===== config.mk =====
export PLATFORM = sky130hd
export DESIGN_NAME = count_pwm_gen
export DESIGN_NICKNAME = d
export VERILOG_FILES = /design/src/rtl/count_pwm_gen.sv
export SDC_FILE = /design/constraint.sdc
export NUM_CORES = 1
export LEC_CHECK = 0
export CAP_MARGIN = 0
export CORE_UTILIZATION = 51
export DETAILED_ROUTE_END_ITERATION = 8
export HOLD_SLACK_MARGIN = 0.15
export PLACE_DENSITY = 0.79
export SYNTH_ARGS = -nofsm -noshare
export SYNTH_HDL_FRONTEND = slang
export SYNTH_SLANG_ARGS = --single-unit

===== constraint.sdc =====
create_clock -name clk -period 5.3 [get_ports clk]
set_input_delay 1.06 -clock clk [delete_from_list [all_inputs] [get_ports clk]]
set_output_delay 1.06 -clock clk [all_outputs]
set_load 0.01 [all_outputs]

===== src/rtl/count_pwm_gen.sv =====
// -----------------------------------------------------------------------------
// count_pwm_gen
//
// Purpose:
//   PWM generator that sits downstream of a free-running CNT_W-bit binary
//   counter. Each counter wrap is one PWM period of 2**CNT_W clocks. The count
//   is compared against a double-buffered duty value. New duty values arrive
//   through a valid/ready handshake into a shadow register. They are committed
//   to the active duty only at a period boundary, so every period is whole.
//
// Configuration macro:
//   PWM_COMP_EN - when defined, adds the complementary output pwm_n_out and
//                 dead-time insertion of DEAD_T cycles on both rising edges.
//                 When undefined, pwm_out is the registered compare result and
//                 DEAD_T has no effect.
//
// Parameters:
//   CNT_W   width of the consumed count; the period is 2**CNT_W cycles
//   DEAD_T  dead-time in clk cycles, 1..7 (used only with PWM_COMP_EN)
//
// Ports:
//   clk           rising-edge clock, shared with the upstream counter
//   reset         asynchronous, active-high reset
//   count         count value from the upstream counter
//   duty_in       requested high-time in cycles, 0..2**CNT_W (larger saturates)
//   duty_valid    duty_in is valid this cycle
//   duty_ready    shadow register is free; a handshake is valid && ready
//   period_start  one-cycle pulse in the first cycle after a period boundary
//   pwm_out       PWM output
//   pwm_n_out     complementary PWM output (PWM_COMP_EN only)
// -----------------------------------------------------------------------------
module count_pwm_gen #(
    parameter int CNT_W  = 4,
    parameter int DEAD_T = 1
) (
    input  logic             clk,
    input  logic             reset,
    input  logic [CNT_W-1:0] count,
    input  logic [CNT_W:0]   duty_in,
    input  logic             duty_valid,
    output logic             duty_ready,
    output logic             period_start,
`ifdef PWM_COMP_EN
    output logic             pwm_n_out,
`endif
    output logic             pwm_out
);

    // Full-period duty (2**CNT_W): the output stays high for every count.
    localparam logic [CNT_W:0] DUTY_MAX = {1'b1, {CNT_W{1'b0}}};

    // The dead-time counters are 3 bits wide, so the range is checked here
    // rather than failing silently by truncation.
    if (DEAD_T < 1 || DEAD_T > 7) begin : g_dead_t_range
        $error("count_pwm_gen: DEAD_T must be in 1..7");
    end

    typedef enum logic {
        EMPTY,
        PENDING
    } shadow_state_t;

    shadow_state_t    state;
    shadow_state_t    state_next;
    logic [CNT_W-1:0] count_q;
    logic [CNT_W:0]   shadow;
    logic [CNT_W:0]   duty_active;
    logic [CNT_W:0]   duty_sat;
    logic [CNT_W:0]   duty_eff;
    logic             boundary;
    logic             load_shadow;
    logic             commit;
    logic             raw;

    // A boundary is the first zero after a non-zero count. This covers a
    // normal wrap and an upstream reset in mid-period. A count held at zero
    // produces no further boundaries.
    assign boundary    = (count == '0) && (count_q != '0);
    assign load_shadow = (state == EMPTY) && duty_valid;
    assign commit      = (state == PENDING) && boundary;
    assign duty_sat    = (duty_in > DUTY_MAX) ? DUTY_MAX : duty_in;

    // The boundary cycle is already count 0 of the new period. The committed
    // value is bypassed to the compare so that it governs that very count.
    assign duty_eff    = commit ? shadow : duty_active;

    // Shadow-register FSM: state register.
    // NOTE: sequential state uses non-blocking (<=) so every flop samples
    // pre-edge values; blocking here would create order-dependent races.
    always_ff @(posedge clk or posedge reset) begin
        if (reset) state <= EMPTY;
        else       state <= state_next;
    end

    // Shadow-register FSM: next state and handshake output.
    // NOTE: every output of this block is given a default first, so no path
    // leaves a signal unassigned and no latch is inferred.
    always_comb begin
        state_next = state;
        duty_ready = 1'b0;
        case (state)
            EMPTY: begin
                duty_ready = 1'b1;
                if (duty_valid) state_next = PENDING;
            end
            PENDING: begin
                // duty_valid is ignored until the held value is committed.
                if (boundary) state_next = EMPTY;
            end
            default: state_next = EMPTY;
        endcase
    end

    // Datapath: count history, boundary pulse, duty buffers, compare.
    // NOTE: the duty registers are plain flops, not a memory, so they take
    // the async reset like everything else and start at a defined zero duty.
    always_ff @(posedge clk or posedge reset) begin
        if (reset) begin
            count_q      <= '0;
            period_start <= 1'b0;
            shadow       <= '0;
            duty_active  <= '0;
            raw          <= 1'b0;
        end else begin
            count_q      <= count;
            period_start <= boundary;
            if (load_shadow) shadow      <= duty_sat;
            if (commit)      duty_active <= shadow;
            // Compared at CNT_W+1 bits, so duty 2**CNT_W is true for all counts.
            raw          <= ({1'b0, count} < duty_eff);
        end
    end

`ifdef PWM_COMP_EN
    localparam logic [2:0] DEAD = 3'(DEAD_T);

    logic [2:0] on_cnt;
    logic [2:0] off_cnt;

    // Each output has its own down-counter. It is re-armed to DEAD while the
    // opposite phase is active and counts down while its own phase is active.
    // The output may assert only once its counter reaches zero. Reset arms
    // both counters, so both outputs come out of reset low.
    always_ff @(posedge clk or posedge reset) begin
        if (reset) begin
            on_cnt  <= DEAD;
            off_cnt <= DEAD;
        end else begin
            if (!raw)                on_cnt <= DEAD;
            else if (on_cnt != '0)   on_cnt <= on_cnt - 3'd1;

            if (raw)                 off_cnt <= DEAD;
            else if (off_cnt != '0)  off_cnt <= off_cnt - 3'd1;
        end
    end

    // Falling edges follow raw in the same cycle. Rising edges wait out the
    // dead time. Because raw gates both outputs, they can never overlap.
    assign pwm_out   =  raw && (on_cnt  == '0);
    assign pwm_n_out = !raw && (off_cnt == '0);
`else
    assign pwm_out = raw;
`endif

endmodule


==> results.py <==
metrics = {
    "outcome": {
        "status": "finished, final reports clean",
    },
    "die": {
        "io_pins": 15,
        "rows": 13,
        "die_h_um": 40.0,
        "dieWidth_um": 40.0,
        "die_area_um2": 1600,
        "start_util": 0.558,
        "core_area_um2": 1320,
    },
    "global_routing": {
        "grt_pass1_vias": 445,
        "grt.overflow.total": 0,
        "grt_max_degree": 18,
        "grt_pass1_wl_mm": 1.93,
        "grt_antenna_before_repair": 0,
        "grt_usage": 0.192,
    },
    "synth": {
        "synth-edff-count": 0,
        "post_synth_num_cell_types": 21,
        "ys_top_cells_by_count": "17 x dfrtp_1, 5 x nand2_1, 5 x o21ai_0",
        "yosysSeqAreaShare": 0.578,
        "synth.avg_cell_area_um2": 12.5,
        "yosysWarnings": 0,
        "synth-seq-cells": 17,
        "synth_cells": 59,
        "syn-cell-area_um2": 736,
        "synth.largest_area_cell": "dfrtp_1",
        "ys.flop_type": "dfrtp_1",
        "synth_nets": 74,
        "synth_area_leaders": "dfrtp_1 58%, mux2i_2 5.6%, ha_1 5.1%",
        "synth.most_common_cell": "dfrtp_1",
        "synth_top_cell_area_share": 0.578,
        "synthArstFlopShare": 1.00,
    },
    "detailed_routing": {
        "via_count": 486,
        "drtPass1Iterations": 2,
        "drtIter0Drc": 4,
        "ant_nets": 0,
        "post_drt_via_cell_ratio": 5.34,
        "finalWirelength_mm": 1.21,
        "wl_per_cell_um": 13.2,
        "drc": 0,
    },
    "place": {
        "place.port_buffers": 14,
        "place_hpwl_um": 929,
        "routabilityCongestion": 0.788,
        "preCtsSetupSlack_ns": 1.16,
    },
    "power_and_ir_drop": {
        "total_power_w": 0.000324,
        "leakage_nw": 0.420,
        "p_per_area_nw_per_um2": 357,
        "ir_worst_vdd_mv": 0.191,
    },
    "clock_network": {
        "cts_resized": 0,
        "cts_max_level": 1,
        "numCtsBuffers": 3,
        "clk_pin_slew_worst_paths_ns": 0.09,
        "clk_latency_ns": 0.28,
        "clk_path_buf_depth": 2,
        "clock-sinks": 17,
        "ctsHoldBuffers": 0,
        "clock-root-buffer": "clkbuf_4",
        "post_cts_buffers": 0,
        "cts_tree": "yes",
    },
    "job": {
        "drv_cap": 0,
    },
    "sta": {
        "rsz0062_at_grt": "no",
        "setup_viol": 0,
        "worst_pin_slew_ns": 0.625,
        "min_period_ns": 3.83,
        "hold_ws_ns": 0.496,
        "slew_viol_final": 0,
        "hold_viol": 0,
        "slew_headroom": 0.583,
        "fin_setup_tns_ns": 0,
        "finalCritPeriodShare": 0.722,
        "finalClockSkew_ns": 0.00234,
        "fin_ws_ns": 1.47,
        "max_freq_mhz": 261,
    },
    "worst_setup_path": {
        "reg2reg_to": "pwm_out$_DFF_PP0_",
        "endpoint_kind": "register",
        "worst-path-buf-inv": 1,
        "critical_path_class": "in2reg",
        "cp-start-kind": "primary input",
        "endpoint": "pwm_out$_DFF_PP0_",
        "critical_path_cell_count": 9,
        "path_delay_family": "simple AND/OR/NAND/NOR gates",
        "max_stage_delay_ns": 0.56,
        "critPathSlowestCell": "or4_4",
        "worstRegToRegCells": 8,
        "path_cells": "clkdlybuf4s50_1, or4_4, or3_1, mux2i_2, ha_1, a21o_1, a2111oi_0, o21ai_0, o221ai_1",
        "worstPathRequired_ns": 5.50,
        "r2r-start": "count_q[1]$_DFF_PP0_",
        "arrival_ns": 4.02,
        "cp-startpoint": "count[0]",
        "critPathMaxFanout": 8,
        "rrSetupSlack_ns": 2.67,
    },
    "finish": {
        "syn_to_final_growth_pct": 23.6,
        "drive_gt1_frac": 0.171,
        "diodes": 0,
        "nets": 92,
        "n_fill_cell": 91,
    },
    "worst_hold_path": {
        "whs_path_depth": 2,
        "holdCritPathClass": "reg2reg",
    },
}
[registers in the layout (all words and copies together) (netlist names)]
register and cells:
count_q 4, duty_active 5, period_start 1, pwm_out 1, shadow 5, state 1
[worst min-delay path by stage]
stage | from | slack, ns | endpoint
floorplan | count_q[2]$_DFF_PP0_ | 0.45 | period_start$_DFF_PP0_
global placement | state$_DFF_PP0_ | 0.47 | state$_DFF_PP0_
detailed placement | duty_active[1]$_DFF_PP0_ | 0.48 | duty_active[1]$_DFF_PP0_
CTS | state$_DFF_PP0_ | 0.50 | state$_DFF_PP0_
global route | duty_active[3]$_DFF_PP0_ | 0.51 | duty_active[3]$_DFF_PP0_
finish | count_q[3]$_DFF_PP0_ | 0.50 | period_start$_DFF_PP0_
[routing by layer]
metal,track usage,part of all wire,vias up
li1,-,-,238
met2,0.294,0.47,16
met1,0.237,0.46,227
met4,0.129,0.023,0
met3,0.0500,0.052,5
met5,0,0,-
[cells in the final DEF, fill, tap and decap left out, drive strengths merged, types with 3 or more instances in the layout]
master,instances
clkbuf,4
clkdlybuf4s50,14
dfrtp,17
ha,3
inv,6
mux2,3
mux2i,3
nand2,5
nand2b,4
o21a,3
o21ai,5
[worst reg2reg max path, cell delays in order (launching register included)]
cell       delay, ns
dfrtp_1         0.37
nor4_1          0.36
or3_1           0.43
mux2i_2         0.31
ha_1            0.28
a21o_1          0.17
a2111oi_0       0.36
o21ai_0         0.15
o221ai_1        0.11
[stage by stage]
stage          std cells  utilization  area (um^2)
2_1_floorplan         59            -          736
3_3_place_gp          87        0.670          883
3_5_place_dp          87        0.670          883
4_1_cts               91        0.690          910
5_1_grt               91        0.690          910
6_report              91        0.690          910
[final cells by class]
class                   instances  area, um^2  area share
flip-flops and latches         17         425       0.468
inverters                       6        22.5      0.0248
repair buffers                 14         140       0.154
multi-input cells              35         277       0.304
well taps                      15        18.8      0.0206
clock buffers                   4        26.3      0.0289
[report_power, final]
group          switching (W)  leakage (nW)  total (W)  internal, W
Clock              0.0000374        0.0150  0.0000666    0.0000292
Sequential         0.0000138         0.211   0.000171     0.000157
Combinational      0.0000371         0.194  0.0000867    0.0000496
[cells by family (layout without fill, tap and decap cells)]
family	Yosys count	after routing	share of synthesized area
flip-flops	17	17	0.578
multiplexers	6	6	0.112
AND/OR/NAND/NOR	13	13	0.0969
buffers and inverters	7	24	0.0459
adder cells (fa/ha/maj)	3	3	0.0510
AO/OA/AOI/OAI	13	13	0.116
No activity file was read; power rests on OpenSTA's default activity.
==> variant 1: new RTL, same flow settings <==
Set the parameter `CNT_W` to 5 (it was 4).
--- a/src/rtl/count_pwm_gen.sv
+++ b/src/rtl/count_pwm_gen.sv
@@ -30,7 +30,7 @@
 //   pwm_n_out     complementary PWM output (PWM_COMP_EN only)
 // -----------------------------------------------------------------------------
 module count_pwm_gen #(
-    parameter int CNT_W  = 4,
+    parameter int CNT_W  = 5,
     parameter int DEAD_T = 1
 ) (
     input  logic             clk,
Interface: changed (resized count and duty_in); port bits go from 15 to 17. No check against the original RTL was run, so the function may have changed too.
==> variant 1 against the unedited design <==
Non-clock buffer count increased by 2. Combinational power down 22%. Synthesized cell count rose by 19%. Core utilization fell by 0.26 points. Clock power down 0.9%. Cell area is 18% higher. Sequential cell count increased by 3. Routed wire length increased by 6.2%. Global-route usage fell by 1.7 points. Worst setup slack gained 710 ps. Via count grew 15%. Maximum frequency grew 23%. Synthesized area is 19% higher. The flow now finishes with violations (DRC). Total power increased by 0.67%. Largest power group unchanged.
==> variant 1: results (changes against the unedited design) <==
stage;metric;value;unit;change
place;Placed Area;1050;um^2;+19%
place;DP Cell Count;101;;+16%
route;DRT iter0 DRCs;6;;+2
sta;clk_skew;2.59;ps;+0.252 ps
finish;largest registers;duty_active x6, shadow x6, count_q x5;;
finish;Filler Cells Inserted;122;;+34%
finish;Layout Cell Area excl Fill;1070;um^2;+18%
place;Placer Congestion;0.716;;-9.1%
logic_synthesis;sequential share of the synthesized area;57.3;%;-0.52 points
outcome;outcome;finished with violations;;
logic_synthesis;Post-Syn Nets;88;;+19%
route;final wirelength;1280;um;+6.2%
finish;layout cell share with drive strength beyond 1;14.8;%;-2.3 points
route;Vias;559;;+15%
place;IO Port Bufs;16;;+2
sta;worst-margin pin slew;703;ps;+78.7 ps
worst_setup_path;RR Startpoint;count_q[0];;
finish;# nets final;108;;+17%
power_and_ir_drop;Pleak;0.519;nW;+24%
logic_synthesis;Synth top cells by count;dfrtp_1 (20), nand2_1 (7), mux2_2 (6), o21ai_0 (6), nand2b_1 (5);;
logic_synthesis;Synth area leaders;dfrtp_1 (57%), mux2_2 (7.7%), ha_1 (5.7%), mux2i_1 (4.6%), nand2b_1 (3.6%);;
worst_setup_path;R2R depth;9;;+1
global_routing;vias in the first global route;581;;+31%
outcome;failing checks;DRC;;
worst_setup_path;R2R setup slack;2730;ps;+60 ps
place;hpwl dp;1030;um;+11%
route;Pre-Repair DR Iteration Count;6;;+4
worst_setup_path;Crit. Startpoint;count[3];;
route;DRC;2;;+2
variant 1: changes by cell type in the layout (fill, tap and decap cells not counted), moves of 2 or more:
| cell | before | now |
|---|---|---|
| nand2_1 | 5 | 7 |
| mux2_2 | 1 | 6 |
| mux2i_2 | 3 | 0 |
| clkdlybuf4s50_1 | 14 | 16 |
| mux2i_1 | 0 | 4 |
| o21a_1 | 3 | 1 |
| inv_2 | 3 | 1 |
| dfrtp_1 | 17 | 20 |
| mux2_4 | 2 | 0 |
variant 1: area by class of cell:
class / instances / area share [%]
Clock buffer: 3 / 2.10
Inverter: 3 / 1.05
Multi-Input combinational cell: 46 / 33.4
Sequential cell: 20 / 46.7
Tap cell: 16 / 1.87
Timing Repair Buffer: 16 / 14.9
variant 1: report_power, final:
group | internal (mW) | switching [mW] | leakage, nW | total, mW
clock network | 0.0264 | 0.0397 | 0.0138 | 0.0660
logic | 0.0398 | 0.0280 | 0.253 | 0.0678
registers | 0.178 | 0.0142 | 0.252 | 0.193
total | 0.245 | 0.0819 | 0.519 | 0.327
variant 1: per-layer routing:
metal / global-route usage [%] / share of wire [%]
met1: 21.8 / 44
met2: 29.4 / 50
met3: 4.17 / 5.2
met4: 7.50 / 0.70
met5: 0 / 0
variant 1: cells by family (layout without fill, tap and decap cells):
family / count (synthesis) / in the layout / share of synthesized area, %
compound gates: 14 / 14 / 12.2
fa+ha+maj: 4 / 4 / 5.73
buf+inv: 4 / 22 / 1.72
flops: 20 / 20 / 57.3
mux: 10 / 10 / 12.3
simple gates: 18 / 18 / 10.7
variant 1: stage by stage:
step,util (%),setup slack [ps]
after floorplan,-,2600
after global placement,67.3,1950
after detailed placement,67.3,1860
after CTS,68.8,2170
after global routing,68.8,2000
final,68.8,2180
variant 1: how the worst min path moves through the flow:
| stage | startpoint | end | slack [ps] | cells after the start |
|---|---|---|---|---|
| floorplan | shadow[0] | shadow[0] | 460 | 2 |
| global placement | duty_active[1] | duty_active[1] | 490 | 1 |
| detailed placement | shadow[3] | shadow[3] | 500 | 2 |
| CTS | shadow[3] | shadow[3] | 520 | 2 |
| global route | duty_active[2] | duty_active[2] | 540 | 1 |
| finish | shadow[1] | shadow[1] | 520 | 2 |
variant 1: critical path, cell delays in order:
cell	delay [ps]
clkdlybuf4s50_1	450
nor3_1	250
o211ai_2	160
inv_2	130
nand2_4	110
mux2i_1	150
ha_1	290
o2111ai_1	150
a2111oi_0	370
o311ai_1	130
==> variant 2: new RTL, same settings <==
Made on the original files. The output `pwm_out` loses its register stage (`raw` becomes a continuous assignment). Comments in the files are not updated.
--- a/src/rtl/count_pwm_gen.sv
+++ b/src/rtl/count_pwm_gen.sv
@@ -120,16 +120,16 @@
             period_start <= 1'b0;
             shadow       <= '0;
             duty_active  <= '0;
-            raw          <= 1'b0;
         end else begin
             count_q      <= count;
             period_start <= boundary;
             if (load_shadow) shadow      <= duty_sat;
             if (commit)      duty_active <= shadow;
             // Compared at CNT_W+1 bits, so duty 2**CNT_W is true for all counts.
-            raw          <= ({1'b0, count} < duty_eff);
         end
     end
+
+    assign raw = ({1'b0, count} < duty_eff);
 
 `ifdef PWM_COMP_EN
     localparam logic [2:0] DEAD = 3'(DEAD_T);
Behaviour: not the same (a bounded check fails within 4 cycles, from zero or initial values and one cycle with reset high).
==> variant 2 against the unedited design <==
Register-to-register slack better by 910 ps. Worst setup slack got worse by 1300 ps. Die area fell by 3.2%. Total power up 5.0%. Routed wire length up 25%. Core utilization is 4.1 points higher. Synthesized area is 3.4% lower. Sequential cell count fell by 1. Cell area increased by 4.7%. Critical path type is now in -> out. Critical endpoint is now pwm_out. Largest cell class unchanged. Highest routed layer unchanged.
==> variant 2: results (changes against the unedited design) <==
stage;metric;value;unit;change
power_and_ir_drop;Worst VDD drop;0.240;mV;+25%
worst_hold_path;hold_sp;state;;
place;hpwl dp;1070;um;+15%
worst_setup_path;crit path max fanout;5;;-3
sta;worst-margin pin slew;594;ps;-30.6 ps
route;Vias;518;;+6.6%
power_and_ir_drop;Pleak;0.448;nW;+6.8%
clock_tree;post_cts resized;3;;+3
worst_hold_path;Worst Hold Depth;1;;-1
worst_setup_path;R2R setup slack;3580;ps;+910 ps
finish;layout cell share with drive strength beyond 1;26.8;%;+9.7 points
logic_synthesis;sequential share of the synthesized area;56.3;%;-1.5 points
sta;Hold Slack;514;ps;+17.6 ps
route;Routed wire per std cell;15.6;um;+18%
outcome;outcome;finished, final reports clean;;
route;wire length on met2;789;um;+40%
global_routing;largest net degree at the start of global routing;17;;-1
route;DRT iter0 DRCs;10;;+6
worst_setup_path;worst path bufs/invs;3;;+2
finish;Filler Cells Inserted;105;;+15%
logic_synthesis;Synth top cells by count;dfrtp_1 (16), nand2_1 (5), o21ai_0 (5);;
global_routing;first-pass GRT wire length;2300;um;+19%
logic_synthesis;Post-Syn Nets;73;;-1.4%
clock_tree;Clock Latency Late Sink;300;ps;+20 ps
finish;# nets final;98;;+6.5%
worst_setup_path;R2R depth;6;;-2
worst_setup_path;RR Startpoint;count_q[0];;
place;Placer Congestion;0.736;;-6.5%
worst_setup_path;endpoint of the worst register-to-register path;duty_active[3];;
-- variant 2: cell families (layout without fill, tap and decap cells) --
kind of cell | Yosys count | in the layout | share of synthesized area [%]
flip-flops | 16 | 16 | 56.3
AO/OA/AOI/OAI | 13 | 13 | 12.0
AND/OR/NAND/NOR | 13 | 13 | 10.0
buffers and inverters | 7 | 31 | 4.75
multiplexers | 6 | 6 | 11.6
adder cells (fa/ha/maj) | 3 | 3 | 5.28
-- variant 2: power groups by stage --
stage | Clock [mW] | Combinational, mW | Sequential (mW)
final | 0.0835 | 0.0969 | 0.160
after global routing | 0.0900 | 0.105 | 0.162
after CTS | 0.0852 | 0.0966 | 0.160
after detailed placement | 0 | 0.0960 | 0.162
after global placement | 0 | 0.0914 | 0.161
after floorplan | 0 | 0.0588 | 0.158
-- variant 2: layout make-up --
cell class,instances,area share [%]
Timing Repair Buffer,21,20.1
Inverter,6,2.37
Sequential cell,16,42.0
Clock buffer,4,3.81
Tap cell,15,1.97
Multi-Input combinational cell,35,29.7
-- variant 2: metrics by stage --
step | instances | instance area [um^2] | worst slack [ps] | setup TNS [ps] | util (%)
floorplan | 58 | 711 | 957 | 0 | -
global placement | 93 | 911 | -21.3 | -21.3 | 70.0
detailed placement | 93 | 911 | -261 | -261 | 70.0
CTS | 97 | 952 | 120 | 0 | 73.2
global route | 97 | 952 | 5.51 | 0 | 73.2
finish | 97 | 952 | 140 | 0 | 73.2
-- variant 2: worst reg2reg max path: stages, from the launching register on --
cell	delay, ps
dfrtp_1	380
nor4_1	410
or3_4	250
buf_4	160
mux2i_2	270
buf_4	150
inv_2	20
-- variant 2: routing by layer --
metal	track usage [%]	up-vias
li1	-	249
met1	25.7	244
met2	43.3	20
met3	5.11	5
met4	12.9	0
met5	0	-
-- variant 2: how the worst max path moves through the flow --
stage	start	to	slack [ps]	cells past startpoint
after global routing	count[0]	pwm_out	6	10
after floorplan	count[0]	pwm_out	960	9
final	count[0]	pwm_out	140	10
after CTS	count[0]	pwm_out	120	10
after global placement	count[0]	pwm_out	-20	10
after detailed placement	count[0]	pwm_out	-260	10
